`src/rtl/spi_master_byte.sv`:
```
// spi_master_byte: byte-oriented SPI master, mode 0 (SCK idle low, MOSI
// driven on falling edges, MISO sampled on rising edges).
//
// A byte offered on the valid/ready input is shifted out on MOSI while the
// MISO byte is assembled and returned as a one-cycle oRX_VALID pulse.
// Chip-select may be held low across bytes (iHOLD_CS) and dropped later with
// iRELEASE.
//
// Build option: define SPI_MASTER_LSB_FIRST_EN to shift LSB first in both
// directions (the first received bit lands in bit 0). Without it, transfers
// are MSB first. Port list and timing are identical either way.
module spi_master_byte #(
  parameter int CLK_DIV = 4,
  parameter int DATA_W  = 8
) (
  input  logic              iCLK,
  input  logic              iRESETn,
  input  logic [DATA_W-1:0] iTX_DATA,
  input  logic              iTX_VALID,
  input  logic              iHOLD_CS,
  output logic              oTX_READY,
  input  logic              iRELEASE,
  output logic [DATA_W-1:0] oRX_DATA,
  output logic              oRX_VALID,
  output logic              oBUSY,
  output logic              oSPI_SCK,
  output logic              oSPI_MOSI,
  input  logic              iSPI_MISO,
  output logic              oSPI_CSn
);

  // Parameter sanity checks, evaluated at elaboration.
  if (CLK_DIV < 1) begin : gDivCheck
    $error("spi_master_byte: CLK_DIV must be >= 1 (got %0d)", CLK_DIV);
  end
  if (DATA_W < 1) begin : gWidthCheck
    $error("spi_master_byte: DATA_W must be >= 1 (got %0d)", DATA_W);
  end

  // Divider width is kept at least one bit so CLK_DIV=1 still elaborates;
  // in that case the counter sits at zero and every cycle is a tick.
  localparam int CW = (CLK_DIV > 1) ? $clog2(CLK_DIV) : 1;
  // Half-period counter spans 0 .. 2*DATA_W-1.
  localparam int HW = $clog2(2 * DATA_W);

  localparam logic [CW-1:0] DIV_LAST  = CW'(CLK_DIV - 1);
  localparam logic [HW-1:0] HALF_LAST = HW'(2 * DATA_W - 1);

  typedef enum logic [2:0] {
    ST_IDLE,
    ST_LOAD,
    ST_SETUP,
    ST_SHIFT,
    ST_CSHOLD,
    ST_GAP
  } stateT;

  stateT             state;
  logic [CW-1:0]     divCnt;
  logic [HW-1:0]     halfCnt;
  logic [DATA_W-1:0] txShift;
  logic [DATA_W-1:0] rxShift;
  logic              holdFlag;

  logic              halfTick;
  logic [DATA_W-1:0] txNext;

  // Bit that goes onto MOSI first from a freshly loaded shift register.
  function automatic logic firstBit(input logic [DATA_W-1:0] v);
`ifdef SPI_MASTER_LSB_FIRST_EN
    return v[0];
`else
    return v[DATA_W-1];
`endif
  endfunction

  // Drops the bit just transmitted so the next one sits at the output end.
  function automatic logic [DATA_W-1:0] txAdvance(input logic [DATA_W-1:0] v);
`ifdef SPI_MASTER_LSB_FIRST_EN
    return v >> 1;
`else
    return v << 1;
`endif
  endfunction

  // Inserts a sampled MISO bit. LSB-first fills from the top so that after
  // DATA_W samples the first bit received has walked down into bit 0.
  function automatic logic [DATA_W-1:0] rxInsert(input logic [DATA_W-1:0] v,
                                                input logic              b);
    logic [DATA_W-1:0] r;
`ifdef SPI_MASTER_LSB_FIRST_EN
    r = v >> 1;
    r[DATA_W-1] = b;
`else
    r = v << 1;
    r[0] = b;
`endif
    return r;
  endfunction

  // Divider terminal count marks the end of an SCK half-period.
  assign halfTick = (divCnt == DIV_LAST);
  assign txNext   = txAdvance(txShift);

  // Busy whenever a frame is running or a held chip-select is still asserted.
  assign oBUSY = (state != ST_IDLE) | ~oSPI_CSn;

  // Transfer FSM: drives all SPI pins, the divider and the shift registers.
  always_ff @(posedge iCLK or negedge iRESETn) begin
    if (!iRESETn) begin
      state     <= ST_IDLE;
      divCnt    <= '0;
      halfCnt   <= '0;
      txShift   <= '0;
      rxShift   <= '0;
      holdFlag  <= 1'b0;
      oTX_READY <= 1'b1;
      oRX_DATA  <= '0;
      oRX_VALID <= 1'b0;
      oSPI_SCK  <= 1'b0;
      oSPI_MOSI <= 1'b0;
      oSPI_CSn  <= 1'b1;
    end else begin
      oRX_VALID <= 1'b0;
      case (state)
        ST_IDLE: begin
          divCnt  <= '0;
          halfCnt <= '0;
          // An accept takes priority over a simultaneous release request.
          if (iTX_VALID && oTX_READY) begin
            txShift   <= iTX_DATA;
            holdFlag  <= iHOLD_CS;
            oTX_READY <= 1'b0;
            state     <= ST_LOAD;
          end else if (iRELEASE && !oSPI_CSn) begin
            oTX_READY <= 1'b0;
            state     <= ST_CSHOLD;
          end
        end

        ST_LOAD: begin
          // Select the slave and present the first data bit. A chip-select
          // that is already low from a held frame needs no setup time.
          oSPI_CSn  <= 1'b0;
          oSPI_SCK  <= 1'b0;
          oSPI_MOSI <= firstBit(txShift);
          divCnt    <= '0;
          halfCnt   <= '0;
          state     <= oSPI_CSn ? ST_SETUP : ST_SHIFT;
        end

        ST_SETUP: begin
          if (halfTick) begin
            divCnt <= '0;
            state  <= ST_SHIFT;
          end else begin
            divCnt <= divCnt + 1'b1;
          end
        end

        ST_SHIFT: begin
          if (halfTick) begin
            divCnt <= '0;
            if (!halfCnt[0]) begin
              // Rising edge: the slave has had a full half-period to drive MISO.
              oSPI_SCK <= 1'b1;
              rxShift  <= rxInsert(rxShift, iSPI_MISO);
              halfCnt  <= halfCnt + 1'b1;
            end else if (halfCnt == HALF_LAST) begin
              // Final falling edge: hand back the received word.
              oSPI_SCK  <= 1'b0;
              oSPI_MOSI <= 1'b0;
              oRX_DATA  <= rxShift;
              oRX_VALID <= 1'b1;
              halfCnt   <= '0;
              if (holdFlag) begin
                oTX_READY <= 1'b1;
                state     <= ST_IDLE;
              end else begin
                state <= ST_CSHOLD;
              end
            end else begin
              // Falling edge: move MOSI on to the next bit.
              oSPI_SCK  <= 1'b0;
              oSPI_MOSI <= firstBit(txNext);
              txShift   <= txNext;
              halfCnt   <= halfCnt + 1'b1;
            end
          end else begin
            divCnt <= divCnt + 1'b1;
          end
        end

        ST_CSHOLD: begin
          // SCK stays low for one half-period before deselecting.
          if (halfTick) begin
            divCnt   <= '0;
            oSPI_CSn <= 1'b1;
            state    <= ST_GAP;
          end else begin
            divCnt <= divCnt + 1'b1;
          end
        end

        ST_GAP: begin
          // Minimum deselect time before the next frame may start.
          if (halfTick) begin
            divCnt    <= '0;
            oTX_READY <= 1'b1;
            state     <= ST_IDLE;
          end else begin
            divCnt <= divCnt + 1'b1;
          end
        end

        default: begin
          oTX_READY <= 1'b1;
          oSPI_SCK  <= 1'b0;
          oSPI_CSn  <= 1'b1;
          state     <= ST_IDLE;
        end
      endcase
    end
  end

endmodule

```
`config.mk`:
```
export PLATFORM = sky130hd
export DESIGN_NAME = spi_master_byte
export DESIGN_NICKNAME = d
export VERILOG_FILES = /design/src/rtl/spi_master_byte.sv
export SDC_FILE = /design/constraint.sdc
export NUM_CORES = 1
export LEC_CHECK = 0
export ABC_AREA = 1
export CAP_MARGIN = 10
export CORE_MARGIN = 8
export CORE_UTILIZATION = 44
export DETAILED_ROUTE_END_ITERATION = 10
export PLACE_DENSITY = 0.71
export SLEW_MARGIN = 40
export SYNTH_ARGS = -nofsm -noshare
export SYNTH_HDL_FRONTEND = slang
export SYNTH_SLANG_ARGS = --single-unit
```
`constraint.sdc`:
```
create_clock -name iCLK -period 4.7 [get_ports iCLK]
set_clock_uncertainty 0.1 [all_clocks]
set_input_delay 0.705 -clock iCLK [delete_from_list [all_inputs] [get_ports iCLK]]
set_output_delay 0.705 -clock iCLK [all_outputs]
set_load 0.05 [all_outputs]
```
---- Word level (Yosys, flattened, before mapping) ----
Cells that the tools add are included.
word-level totals
  bits in registers ....................... 39
  input port bits ......................... 14
operators by class
  $add $sub $neg .......................... 2
  equal/unequal tests ..................... 17
  mux-type cells .......................... 42
  bitwise logic cells ..................... 6
  reduce and logical (&&, ||, !) cells .... 24
operator list
  cell                 number
  $mux 8               4
  $mux 3               9
  $ne 2x2->1 const B   9
  $pmux 3 s6           1
  $mux 1               17
  $pmux 8 s2           1
  $reduce_and 7->1     2
  $mux 4               3
  $reduce_or 4->1      3
  $pmux 4 s2           1
  $reduce_and 2->1     4
  $reduce_bool 2->1    4
  $eq 3x2->1 const B   2
  $eq 3x3->1 const B   2
  $reduce_and 3->1     2
  $not 1->1            5
  $reduce_and 5->1     1
  $add 4x1->4 const B  1
  $eq 4x4->1 const B   1
  $pmux 1 s2           2
  $pmux 1 s4           1
  $pmux 2 s2           1
  $reduce_and 4->1     1
  $eq 3x1->1 const B   1
  other kinds (12)     13

---- Longest topological paths before layout ----
Gate-level depths: netlist of the first run.
  word-level depth ........................ 5
  gate-level depth with buffers ........... 10
  mapped depth without buffers ............ 9

---- Least setup slack after synthesis of the first run ----
No wires, ideal clock.
  path type ............................... reg2out
  start point ............................. register state[1]
  end point ............................... output port oBUSY
  data arrival time ....................... 1.057 ns
  path slack .............................. 2.838 ns
  stages on the path, launching flop included .. 6
  cell sequence ........................... dfrtp_1 > buf_6 > nor2_4 > nand2_2 > inv_1 > nand2_1
between the ends
  longest elaborated chain between the ends .. 2
ends and longest elaborated chain
  item                    line  text
  start, declared         58    stateT state;
  start signal, assigned  149   state <= oSPI_CSn ? ST_SETUP : ST_SHIFT;
  $reduce_bool 3->1       106   assign oBUSY = (state != ST_IDLE) | ~oSPI_CSn;
  $or 1x1->1              106
  end, declared           25    output logic oBUSY,
Every way passes these cells.

---- Final worst setup path of the first run ----
  start point ............................. register state[2]
  end point ............................... output port oBUSY
Same word-level chain as after synthesis.

==> out/metrics.cfg, run 1 <==
[hold_path]
holdCritPathClass=in2async

[finish]
layout.filler_cells=437
num-nets-final=284
insertedDiodeCount=0
post_route_cells_drive_above_1_share_pct=19.48
postLayoutCellArea_sq_um=2436
synthToLayoutAreaGrowth_pct=17.08

[power_and_ir_drop]
clock_power_share_pct=18.0
peakVddDrop_mv=0.2284
intPower_mw=0.7292
static-leakage-power_nw=1.182
seq_power_share_pct=38.0
p_per_area_nw_per_um2=530.1
power_switching_share_pct=43.53
p_sw_mw=0.5621
comb_power_share_pct=44.0

[grt]
grt.overflow.total=0
grt_start_max_net_pins=40
globalRouteTotalUtil_pct=11.58
grt_antenna_before_repair=0
grt_first_pass_wirelength_um=6865
first_global_vias=1519

[critical_path]
worst-endpoint-required_ns=3.89
critical_path_buf_inv_count=3
setup.worst_path.end_class=output port
cp_max_fo=10
slowest_stage_cell_on_the_critical_path=clkdlybuf4s50_1
critical_path.startpoint_type=flip-flop
timing.critical_path.arrival_ns=2.03
path_cells=inv_6 -> nand2_2 -> inv_1 -> nand2_1 -> clkdlybuf4s50_1
worst_setup_path_category=reg2out
crit_family=buffers and inverters
cp_slowest_stage_delay_ns=0.79

[clock_tree]
clock_path_buffers=2
hold_buffers=0
tritoncts=built
cts_root_buffer=clkbuf_8
htree_num_levels=2
cts.sink_count=39
ctsResizeCount=0
worstSkewPairLatency_ns=0.29
postCtsSetupBuffers=0
numCtsBuffers=5
clk_pin_slew_worst_paths_ns=0.08

[timing]
final_max_slew_viol_count=0
finalWorstPathRequiredPeriod_ns=2.840
rel_slew_slack_pct=66.45
share_of_the_clock_period_used_by_the_worst_path_pct=60.42
achievable-frequency_mhz=352.2
worst_slew_pin_slew_ns=0.5016
totalNegativeSetupSlack_ns=0
fin_worst_hold_slack_ns=0.2658
finalSetupViolCount=0
rsz_0062_raised_after_global_routing=no
final-hold-violation-count=0
setup_slack_after_layout_ns=1.860

[yosys]
synth.net_count=257
cell_variety_after_synth=33
synth_area_per_cell_sq_um=8.706
synth_top_flop_cell=dfrtp_1
synth.ff_latch_count=39
synthesis.area_sq_um=2081
post_synth_inst_count=239
synth-async-reset-ratio_pct=100.0
synth_sequential_area_ratio_pct=47.02
number_of_synthesized_flops_with_an_enable_pin=0
synth.yosys.warnings=0

[placed_design]
place.detailed.hpwl_um=2768
buffer_ports.inserted=27
place_ws_ns=2.172
dpl_cell_area_sq_um=2344
finalWeightedCongestion=0.9160

[status]
status=completed

[detailed_routing]
postRouteWirelength_um=3804
drt_pass1_iterations=4
route.antenna.remaining_nets=0
route.detailed.wl_per_inst_um=11.85
detailroute.via_count=1559
drc_marker_count_from_the_first_detailed_route_iteration=88
detail_route.vias_per_cell=4.857
number_of_remaining_drc_errors=0

[floorplan]
ioPinCount=28
area_of_the_die_sq_um=7185
start_util_pct=44.95
placeableCoreArea_sq_um=4629
rows=25
die_w_um=84.77
floorplan.die.height_um=84.77

[job]
max_cap_violations=0

power groups by stage:
| stage | clock (mW) | sequential (mW) | combinational (mW) |
|---|---|---|---|
| 3_5_place_dp | 0 | 0.498 | 0.573 |
| 3_3_place_gp | 0 | 0.496 | 0.574 |
| 5_1_grt | 0.256 | 0.502 | 0.642 |
| 6_report | 0.232 | 0.491 | 0.569 |
| 2_1_floorplan | 0 | 0.509 | 0.450 |
| 4_1_cts | 0.244 | 0.491 | 0.578 |
through the flow:
stage               cells  util (%)  power, mW
CTS                   321     52.62      1.312
global route          321     52.62      1.401
floorplan             239         -     0.9596
finish                321     52.62      1.291
global placement      313     50.57      1.069
detailed placement    313     50.62      1.072
state kept, by name (all words and copies together), names as in the netlist, 2 cells and up:
name,cells
rxShift,8
oRX_DATA,8
halfCnt,4
txShift,8
divCnt,2
state,3
final timing paths:
check	from	endpoint	slack [ns]	depth (start not counted)
min reg2reg	txShift[3]$_DFFE_PN0P_	txShift[3]$_DFFE_PN0P_	0.37	2
max	state[2]$_DFFE_PN0P_	oBUSY	1.86	5
max reg2reg	state[1]$_DFFE_PN0P_	txShift[0]$_DFFE_PN0P_	2.90	7
max in group asynchronous	iRESETn	oSPI_CSn$_DFFE_PN1P_	3.87	1
min in group iCLK	txShift[3]$_DFFE_PN0P_	txShift[3]$_DFFE_PN0P_	0.37	2
min	iRESETn	holdFlag$_DFFE_PN0P_	0.27	1
per-layer routing:
| layer | part of all wire, % | global-route usage (%) | vias to the layer above | wire, um |
|---|---|---|---|---|
| met3 | 4.3 | 4.098 | 4 | 162 |
| met4 | 0.79 | 2.913 | 0 | 30 |
| met5 | 0 | 0 | - | 0 |
| met2 | 45 | 17.90 | 24 | 1698 |
| met1 | 50 | 14.94 | 717 | 1912 |
| li1 | - | - | 814 | - |
Yosys cell counts (4+ instances only):
master / instances / share of area, %
nor2_1: 6 / 1.1
o21ai_0: 4 / 0.96
dfrtp_1: 37 / 44
a21oi_1: 5 / 1.2
buf_6: 6 / 3.2
o21ai_1: 5 / 1.2
nand3_1: 10 / 2.4
nor2_4: 4 / 2.2
nand2_1: 94 / 17
inv_1: 16 / 2.9
o21ai_2: 13 / 5.5
nand2_2: 9 / 2.7
ha_1: 4 / 2.4
placed cells by master, fill, tap and decap left out, types with 2 or more instances in the layout:
| master | count |
|---|---|
| nor2_4 | 4 |
| nand3_1 | 10 |
| dfstp_2 | 2 |
| inv_6 | 2 |
| clkinvlp_4 | 2 |
| a21oi_1 | 5 |
| inv_1 | 16 |
| clkdlybuf4s50_1 | 26 |
| inv_2 | 3 |
| nand2_2 | 9 |
| ha_1 | 4 |
| o21ai_0 | 4 |
| clkbuf_8 | 5 |
| o21ai_1 | 5 |
| nand2_4 | 2 |
| a21oi_2 | 2 |
| o21ai_2 | 13 |
| nor2_1 | 6 |
| o31ai_1 | 2 |
| nand2_1 | 94 |
| dfrtp_1 | 37 |
cell type report:
type / count / area [sq um] / share of cell area, %
Clock buffer: 5 / 68.82 / 2.825
Clock inverter: 3 / 23.77 / 0.9759
Inverter: 20 / 80.08 / 3.287
Multi-Input combinational cell: 173 / 949.7 / 38.98
Sequential cell: 39 / 978.4 / 40.16
Tap cell: 54 / 67.56 / 2.773
Timing Repair Buffer: 27 / 267.8 / 10.99
kinds of logic (layout without fill, tap and decap cells):
kind of cell / Yosys count / after routing / synth area share (%)
flops: 39 / 39 / 47.02
fa+ha+maj: 4 / 4 / 2.405
mux: 1 / 1 / 0.5412
simple gates: 132 / 132 / 29.95
xor+xnor: 1 / 1 / 0.4210
buf+inv: 27 / 55 / 7.336
compound gates: 35 / 35 / 12.33
No activity file was read; power rests on OpenSTA's default activity.
==> run 2, diff against run 1 <==
--- a/config.mk
+++ b/config.mk
@@ -10,7 +10,7 @@
 export CORE_MARGIN = 8
 export CORE_UTILIZATION = 44
 export DETAILED_ROUTE_END_ITERATION = 10
-export PLACE_DENSITY = 0.71
+export PLACE_DENSITY = 0.74
 export SLEW_MARGIN = 40
 export SYNTH_ARGS = -nofsm -noshare
 export SYNTH_HDL_FRONTEND = slang
==> constraint.sdc (replaced) <==
create_clock -name iCLK -period 2.4 [get_ports iCLK]
set_clock_uncertainty 0.1 [all_clocks]
set_input_delay 0.36 -clock iCLK [delete_from_list [all_inputs] [get_ports iCLK]]
set_output_delay 0.36 -clock iCLK [all_outputs]
set_load 0.05 [all_outputs]
==> out/metrics.cfg, run 2 (synthesized netlist as in run 1, its figures left out) <==
[status]
status=completed

[timing]
final_max_slew_viol_count=0  ; unchanged
rsz_0062_raised_after_global_routing=no
worst_slew_pin_slew_ns=0.5636  ; +0.06195 ns
finalWorstPathRequiredPeriod_ns=2.105
final-hold-violation-count=0  ; unchanged
setup_slack_after_layout_ns=0.2949  ; -1.565 ns
achievable-frequency_mhz=475.0
rel_slew_slack_pct=62.43  ; -4.0 points
share_of_the_clock_period_used_by_the_worst_path_pct=87.71
finalSetupViolCount=0  ; unchanged
totalNegativeSetupSlack_ns=0  ; unchanged
fin_worst_hold_slack_ns=0.3765  ; +0.1107 ns

[critical_path]
crit_family=buffers and inverters
setup.worst_path.end_class=output port
endpoint=oTX_READY
path_cells=clkdlybuf4s50_1
reg2reg_slack_ns=0.64  ; -2.26 ns
worst_setup_path_category=reg2out
cp_slowest_stage_delay_ns=0.80  ; about the same
slowest_stage_cell_on_the_critical_path=clkdlybuf4s50_1
timing.critical_path.arrival_ns=1.65  ; -0.38 ns
cp_max_fo=4  ; -6
critical_path.startpoint_type=flip-flop
worst-endpoint-required_ns=1.94  ; -1.95 ns
critical_path_buf_inv_count=1  ; -2
setup.worst_path.start=oTX_READY$_DFFE_PN1P_
crit-reg2reg-launch=state[1]$_DFFE_PN0P_
worstRegToRegCells=7  ; unchanged
crit_cells=1  ; -4
worstReg2RegEnd=txShift[0]$_DFFE_PN0P_

[detailed_routing]
drt_pass1_iterations=5  ; +1
drc_marker_count_from_the_first_detailed_route_iteration=114  ; +30%
route.detailed.wl_per_inst_um=12.38  ; +4.4%
detailroute.via_count=1616  ; +3.7%
postRouteWirelength_um=4010  ; +5.4%
detail_route.vias_per_cell=4.988  ; +2.7%
route.antenna.remaining_nets=0  ; unchanged
number_of_remaining_drc_errors=0  ; unchanged

[floorplan]
ioPinCount=28  ; unchanged
placeableCoreArea_sq_um=4629  ; unchanged
rows=25  ; unchanged
die_w_um=84.77  ; unchanged
start_util_pct=44.95  ; unchanged
area_of_the_die_sq_um=7185  ; unchanged
floorplan.die.height_um=84.77  ; unchanged

[clock_tree]
htree_num_levels=2  ; unchanged
worstSkewPairLatency_ns=0.29  ; about the same
hold_buffers=1  ; +1
cts.sink_count=39  ; unchanged
tritoncts=built
numCtsBuffers=5  ; unchanged
clk_pin_slew_worst_paths_ns=0.08  ; about the same
postCtsSetupBuffers=0  ; unchanged
ctsResizeCount=0  ; unchanged
clock_path_buffers=2  ; unchanged
cts_root_buffer=clkbuf_8

[placed_design]
finalWeightedCongestion=0.8764  ; -4.3%
dpl_cell_area_sq_um=2354  ; +0.43%
buffer_ports.inserted=27  ; unchanged
place.detailed.instances=315  ; +0.64%
place.detailed.hpwl_um=2887  ; +4.3%
place_ws_ns=0.6036  ; -1.568 ns

[grt]
grt.overflow.total=0  ; unchanged
grt_antenna_before_repair=0  ; unchanged
first_global_vias=1592  ; +4.8%
grt_first_pass_wirelength_um=7362  ; +7.2%
globalRouteTotalUtil_pct=12.41  ; +0.83 points
grt_start_max_net_pins=25  ; -38%

[finish]
layout.filler_cells=448  ; +2.5%
num-nets-final=287  ; +1.1%
postLayoutCellArea_sq_um=2476  ; +1.6%
final_cell_count_no_fill=324  ; +0.93%
post_route_cells_drive_above_1_share_pct=20.37  ; +0.89 points
top_regs=oRX_DATA x8, rxShift x8, txShift x8
final_util_pct=53.49  ; +0.86 points
insertedDiodeCount=0  ; unchanged
layout_commonest_cell=nand2_1
synthToLayoutAreaGrowth_pct=19.00
layout.cells.most_common_list=nand2_1 (94), dfrtp_1 (37), clkdlybuf4s50_1 (25), inv_1 (16), o21ai_2 (13)

[power_and_ir_drop]
p_per_area_nw_per_um2=1065  ; +100%
total_power_mw=2.637  ; +100%
static-leakage-power_nw=1.212  ; +2.6%
peakVddDrop_mv=0.3808  ; +67%

[job]
max_cap_violations=0  ; unchanged

[hold_path]
holdCritPathClass=reg2reg

[run 2: worst min path at each step]
stage | to | from | slack [ns] | cells past startpoint
3_3_place_gp | state[2]$_DFFE_PN0P_ | iRESETn | 0.28 | 1
2_1_floorplan | divCnt[0]$_DFFE_PN0P_ | iRESETn | -0.04 | 0
5_1_grt | oRX_DATA[7]$_DFFE_PN0P_ | rxShift[7]$_DFFE_PN0P_ | 0.40 | 2
3_5_place_dp | state[2]$_DFFE_PN0P_ | iRESETn | 0.29 | 1
4_1_cts | txShift[5]$_DFFE_PN0P_ | txShift[5]$_DFFE_PN0P_ | 0.38 | 2
6_report | txShift[5]$_DFFE_PN0P_ | txShift[5]$_DFFE_PN0P_ | 0.38 | 2
[run 2: power by group]
part	switching (mW)	leakage (nW)	internal (mW)
Combinational	0.724	0.642	0.398
Sequential	0.143	0.513	0.823
Clock	0.239	0.0581	0.309
Total	1.11	1.21	1.53
[run 2: routing by layer]
layer / vias to the layer above / share of wire, % / routed length, um / global-route usage, %
met3: 7 / 6.3 / 254 / 4.488
met2: 37 / 43 / 1739 / 18.90
met5: - / 0 / 0 / 0
li1: 815 / - / - / -
met4: 0 / 1.2 / 48 / 3.883
met1: 757 / 49 / 1968 / 15.92
[run 2: cell type report]
class                           count  area [sq um]  share of cell area, %
Clock inverter                      3         43.79                  1.769
Inverter                           20         80.08                  3.234
Clock buffer                        5         68.82                  2.779
Tap cell                           54         67.56                  2.729
Multi-Input combinational cell    173         949.7                  38.35
Timing Repair Buffer               30         287.8                  11.62
Sequential cell                    39         978.4                  39.51
